$ cat src/rtl/scan_chain_ctrl.sv
// Writer-side scan-chain controller: serialises configuration words LSB-first into
// a chain of 1-bit registers while capturing the displaced bits as readback words.
module scan_chain_ctrl #(
    parameter int unsigned CHAIN_LEN  = 64,
    parameter int unsigned WORD_WIDTH = 8
) (
    input  logic                  clk,
    input  logic                  rst,
    input  logic                  start,
    input  logic [WORD_WIDTH-1:0] in_data,
    input  logic                  in_valid,
    output logic                  in_ready,
    output logic                  chain_scan_in,
    output logic                  chain_scan_en,
    output logic                  chain_wen,
    input  logic                  chain_scan_out,
    output logic [WORD_WIDTH-1:0] out_data,
    output logic                  out_valid,
    output logic                  busy,
    output logic                  done
);

    localparam int unsigned BCW = $clog2(WORD_WIDTH + 1);
    localparam int unsigned TCW = $clog2(CHAIN_LEN + 1);

    typedef enum logic [1:0] {
        IDLE      = 2'd0,
        WAIT_WORD = 2'd1,
        SHIFT     = 2'd2,
        DONE      = 2'd3
    } state_t;

    state_t state;
    state_t state_nx;

    logic [WORD_WIDTH-1:0] shreg;
    logic [WORD_WIDTH-2:0] rdreg;
    logic [WORD_WIDTH-1:0] rd_nx;
    logic [BCW-1:0]        bit_cnt;
    logic [TCW-1:0]        total_cnt;
    logic                  start_pass;
    logic                  accept;
    logic                  last_bit;

    // Readback word as it stands after absorbing the bit currently on chain_scan_out
    assign rd_nx = {chain_scan_out, rdreg};

    always_ff @(posedge clk or posedge rst) begin
        if (rst) begin
            state <= IDLE;
        end else begin
            state <= state_nx;
        end
    end

    always_comb begin
        state_nx   = state;
        start_pass = 1'b0;
        accept     = 1'b0;
        last_bit   = 1'b0;
        case (state)
            IDLE: begin
                if (start) begin
                    start_pass = 1'b1;
                    state_nx   = WAIT_WORD;
                end
            end
            WAIT_WORD: begin
                if (in_valid) begin
                    accept   = 1'b1;
                    state_nx = SHIFT;
                end
            end
            SHIFT: begin
                if (bit_cnt == BCW'(1)) begin
                    last_bit = 1'b1;
                    state_nx = (total_cnt == TCW'(CHAIN_LEN - 1)) ? DONE : WAIT_WORD;
                end
            end
            DONE:    state_nx = IDLE;
            default: state_nx = IDLE;
        endcase
    end

    // Chain strobes are plain state decodes so each SHIFT cycle is exactly one chain shift
    assign in_ready      = (state == WAIT_WORD);
    assign busy          = (state != IDLE);
    assign done          = (state == DONE);
    assign chain_scan_en = (state == SHIFT);
    assign chain_wen     = (state == SHIFT);
    assign chain_scan_in = (state == SHIFT) & shreg[0];

    always_ff @(posedge clk or posedge rst) begin
        if (rst) begin
            shreg     <= '0;
            rdreg     <= '0;
            bit_cnt   <= '0;
            total_cnt <= '0;
            out_data  <= '0;
            out_valid <= 1'b0;
        end else begin
            out_valid <= last_bit;
            if (start_pass) begin
                total_cnt <= '0;
            end
            if (accept) begin
                shreg   <= in_data;
                bit_cnt <= BCW'(WORD_WIDTH);
            end
            if (state == SHIFT) begin
                shreg     <= shreg >> 1;
                rdreg     <= rd_nx[WORD_WIDTH-1:1];
                bit_cnt   <= bit_cnt - BCW'(1);
                total_cnt <= total_cnt + TCW'(1);
            end
            if (last_bit) begin
                out_data <= rd_nx;
            end
        end
    end

endmodule
$ cat config.mk
export PLATFORM = sky130hd
export DESIGN_NAME = scan_chain_ctrl
export DESIGN_NICKNAME = d
export VERILOG_FILES = /design/src/rtl/scan_chain_ctrl.sv
export SDC_FILE = /design/constraint.sdc
export NUM_CORES = 1
export LEC_CHECK = 0
export CAP_MARGIN = 10
export CORE_AREA = 4 4 86 88
export DETAILED_ROUTE_END_ITERATION = 8
export DIE_AREA = 0 0 90 92
export GPL_ROUTABILITY_DRIVEN = 1
export HOLD_SLACK_MARGIN = 0.15
export PLACE_DENSITY = 0.53
export SETUP_SLACK_MARGIN = 0.2
export SYNTH_ARGS = -nofsm -noshare
export SYNTH_HDL_FRONTEND = slang
export SYNTH_SLANG_ARGS = --single-unit
$ cat constraint.sdc
create_clock -name clk -period 1.8 [get_ports clk]
set_clock_uncertainty 0.1 [all_clocks]
set_input_delay 0.36 -clock clk [delete_from_list [all_inputs] [get_ports clk]]
set_output_delay 0.36 -clock clk [all_outputs]
set_load 0.01 [all_outputs]
# Word level (Yosys, flattened, before mapping)
# Index checks and enable logic that the tools add are counted.
# Widths: inputs -> output; s select.
# word_totals
reg_bits	37
input_bits	13
out_inout_bits	15
# classes
n_addsub	2
eq_ne	8
n_mux	17
bitwise	1
reduce_logical	5
# ops
op	n
$mux 8	2
$mux 7	2
$mux 2	4
$mux 4	2
$pmux 2 s4	1
$add 7x1->7 const B	1
$eq 7x6->1 const B	1
$mux 1	6
$reduce_bool 2->1	3
$eq 2x2->1 const B	2
$eq 4x1->1 const B	1
$ne 2x2->1 const B	2
$sub 4x1->4 const B	1
$reduce_and 3->1	1
$eq 2x1->1 const B	1
$logic_not 2->1	1
$ne 2x1->1 const B	1
$and 1x1->1	1

# Depth between registers and ports, before layout
# depth
ltp_word	4
depth_mapped	5

# Least setup slack after synthesis
# No wires, ideal clock.
# synth_path
path_kind	register to register
startpoint	register bit_cnt[0]
endpoint	register out_data[0]
setup_time_ns	0.125
arrival_ns	1.228
slack_ns	0.347
path_stages_with_launch	5
period_less_slack_ns	1.453
cell_sequence	dfrtp_1 > ha_1 > nor3b_2 > nand2_2 > mux2_2
# synth_between
elab_chain_len	3
# synth_rtl
element	line_no	text
start: declaration	39	logic [BCW-1:0] bit_cnt;
start signal: assignment	108	bit_cnt <= BCW'(WORD_WIDTH);
start signal: assignment	113	bit_cnt <= bit_cnt - BCW'(1);
$eq 4x1->1	75	if (bit_cnt == BCW'(1)) begin
$mux 1	75	
$mux 1	61	case (state)
end signal: assignment	117	out_data <= rd_nx;
end: declaration	17	output logic [WORD_WIDTH-1:0] out_data,
# No other way between the ends.
# A chain may end at the register's enable or synchronous reset.

# Worst setup path in the final report
# layout_path
startpoint	register state[0]
endpoint	output port busy
# layout_between
elab_chain_len	1
# layout_rtl
element	line_no	text
start: declaration	33	state_t state;
start signal: assignment	52	state <= state_nx;
$reduce_bool 2->1	87	assign busy = (state != IDLE);
end: declaration	19	output logic busy,
# No other way between the ends.

==> reports/metrics.yaml <==
run_status:
  outcome: "completed"
floorplan:
  fp.dieH_um: 92
  die_area_um2: 8280
  std_cell_rows: 30
  pin_count: 28
  dieWidth_um: 90
  initial_core_util_pct: 24.5
  core_area_um2: 6640
routing:
  drt_iter0_drc: 61
  drt_pass1_iterations: 4
  ant_nets: 0
  vias: 1257
  routed_wl_um: 3600
  vias_per_cell: 4.54
  wl_per_cell_um: 13.0
  post-route-drc-count: 0
synthesis:
  synth_mux_area_share_pct: 8.15
  synth_area_um2: 1630
  synth-warning-count: 0
  synth-simple-area-share_pct: 19.2
  synth.avg_cell_area_um2: 10.6
  async_flop_share_pct: 100
  synth_compound_area_share_pct: 9.23
  synth_seq_cells: 37
  synth_fa_ha_area_share_pct: 2.31
  syn_inst: 154
  ys.flop_type: "dfrtp_1"
  synth_top_family_by_area: "simple AND/OR/NAND/NOR gates"
  synth_xor_area_share_pct: 0
  synth-edff-count: 0
  synth.distinct_cells: 33
  syn_nets: 170
  synth-seq-area-share_pct: 56.9
layout:
  drive_gt1_share_pct: 25.9
  fillers: 692
  nets: 212
  area_delta_synth_final_pct: 39.2
  post-route-cell-area_um2: 2260
  layout_common_cells: "nand2_1 (36), dfrtp_1 (36), nand3_1 (12), clkdlybuf4s50_1 (12), buf_4 (12)"
  antenna-diode-count: 0
critical_path:
  endpoint: "busy"
  crit_fanout: 5
  rr_startpoint: "state[1]"
  crit_path_end_kind: "primary output"
  critical_path_required_ns: 1.34
  r2r_end: "out_data[1]"
  cp-start-kind: "register"
  reg2reg_depth: 6
  worstPathArrival_ns: 1.14
  rrSetupSlack_ns: 0.25
  path_class: "reg2out"
  startpoint: "state[0]"
global_routing:
  first_global_vias: 1319
  grt-ovfl-total: 0
  antenna_found_initial: 0
  grt_usage_pct: 9.67
  grt_pass1_wl_um: 6470
  grt_max_degree: 32
power:
  power_density_nw_per_um2: 1500
  p_leak_nw: 1.14
  vdd_drop_max_mv: 0.541
placement:
  dp_hpwl_um: 2430
  port_buffers: 27
  place_congestion: 0.723
  postPlaceCellArea_um2: 2040
sta:
  fin_crit_ns: 1.60
  relSlewSlack_pct: 75.5
  fmax_mhz: 625
  maxSlewViolCount: 0
  period_share_pct: 88.9
  tightest_slew_ns: 0.367
  setup_viol: 0
  fin_tns_setup_ns: 0
  grt_setup_unrepaired: "yes"
  hold_viol_final: 0
clock_network:
  numCtsBuffers: 5
  cts.sinks: 37
  clkTransAtPathRegs_ns: 0.08
  cts-root-buf: "clkbuf_8"
  clk_latency_ns: 0.29
  htree_levels: 2
  cts_tree: "yes"
  ctsHoldBuffers: 0
  clk_path_buf_depth: 2
worst_hold_path:
  hold_path.class: "in2async"
flow_run:
  maxCapViolCount: 0
state kept, by name (all words and copies together) (netlist names):
register and count:
bit_cnt 4, out_data 8, out_valid 1, rdreg 7, shreg 8, state 2
total_cnt 7
cell type report:
cell class	instances	area, um^2	share of cell area (%)
tap	80	100	4.42
clock buffer	6	82.6	3.65
timing repair buffer	43	407	18.0
inverter	6	25.0	1.11
sequential	37	927	41.0
clock inverter	2	37.5	1.66
multi-input combinational	103	684	30.2
per-layer routing:
| metal | wire length (um) | GRT usage [%] |
|---|---|---|
| met5 | 0 | 0 |
| met4 | 51 | 3.44 |
| met3 | 159 | 2.87 |
| met2 | 1670 | 14.4 |
| met1 | 1720 | 13.3 |
metrics by stage:
step / utilization [%] / total power [mW] / worst slack [ns] / hold WS (ns) / std cells
floorplan: - / 2.01 / 0.347 / 0.342 / 154
finish: 34.1 / 3.40 / 0.199 / 0.211 / 277
CTS: 33.3 / 3.39 / 0.145 / 0.207 / 273
detailed placement: 30.8 / 2.54 / 0.0389 / 0.376 / 261
global route: 34.1 / 3.68 / 0.160 / 0.229 / 277
global placement: 30.8 / 2.52 / 0.0382 / 0.366 / 261
how the worst min path moves through the flow:
stage                             end  slack (ns)  cells after the start
after floorplan              rdreg[0]        0.34                      2
after global placement       rdreg[0]        0.37                      2
after detailed placement     rdreg[0]        0.38                      2
after CTS                 out_data[3]        0.21                      2
after global routing        out_valid        0.23                      2
final                       out_valid        0.21                      2
power breakdown:
part | internal, mW | switching, mW | total (mW) | leakage, nW
Clock | 0.451 | 0.307 | 0.758 | 0.0574
Combinational | 0.668 | 0.628 | 1.30 | 0.604
Sequential | 1.13 | 0.214 | 1.34 | 0.482
Total | 2.25 | 1.15 | 3.40 | 1.14
cell families (layout without fill, tap and decap cells):
family | count (synthesis) | after routing
AOI/OAI and AO/OA | 21 | 21
adders and majority gates | 3 | 3
buffers and inverters | 15 | 57
DFF | 37 | 37
muxes | 12 | 12
and+or+nand+nor | 66 | 67
cell usage after synthesis, drive strengths merged (2+ instances only):
| cell type | number | area (um^2) |
|---|---|---|
| nor2 | 3 | 11.3 |
| dfrtp | 37 | 926 |
| ha | 3 | 37.5 |
| mux2i | 2 | 20.0 |
| nand2 | 37 | 141 |
| and2 | 2 | 12.5 |
| inv | 6 | 22.5 |
| o21ai | 5 | 25.0 |
| nand3b | 2 | 15.0 |
| clkbuf | 2 | 7.51 |
| a22o | 3 | 26.3 |
| mux2 | 10 | 113 |
| buf | 7 | 37.5 |
| a22oi | 7 | 52.6 |
| nand3 | 13 | 65.1 |
worst max-delay path, stage by stage (launching register included):
cell,delay (ns)
dfrtp_1,0.39
buf_6,0.13
or2_4,0.22
buf_6,0.12
timing repair:
action,CTS,global route
gates resized for setup,42,8
buffers inserted,4,3
endpoints found under the hold margin,0,0
pin swaps,1,1
gates cloned,0,1
setup endpoints to repair,24,15
No activity file was read; power rests on OpenSTA's default activity.
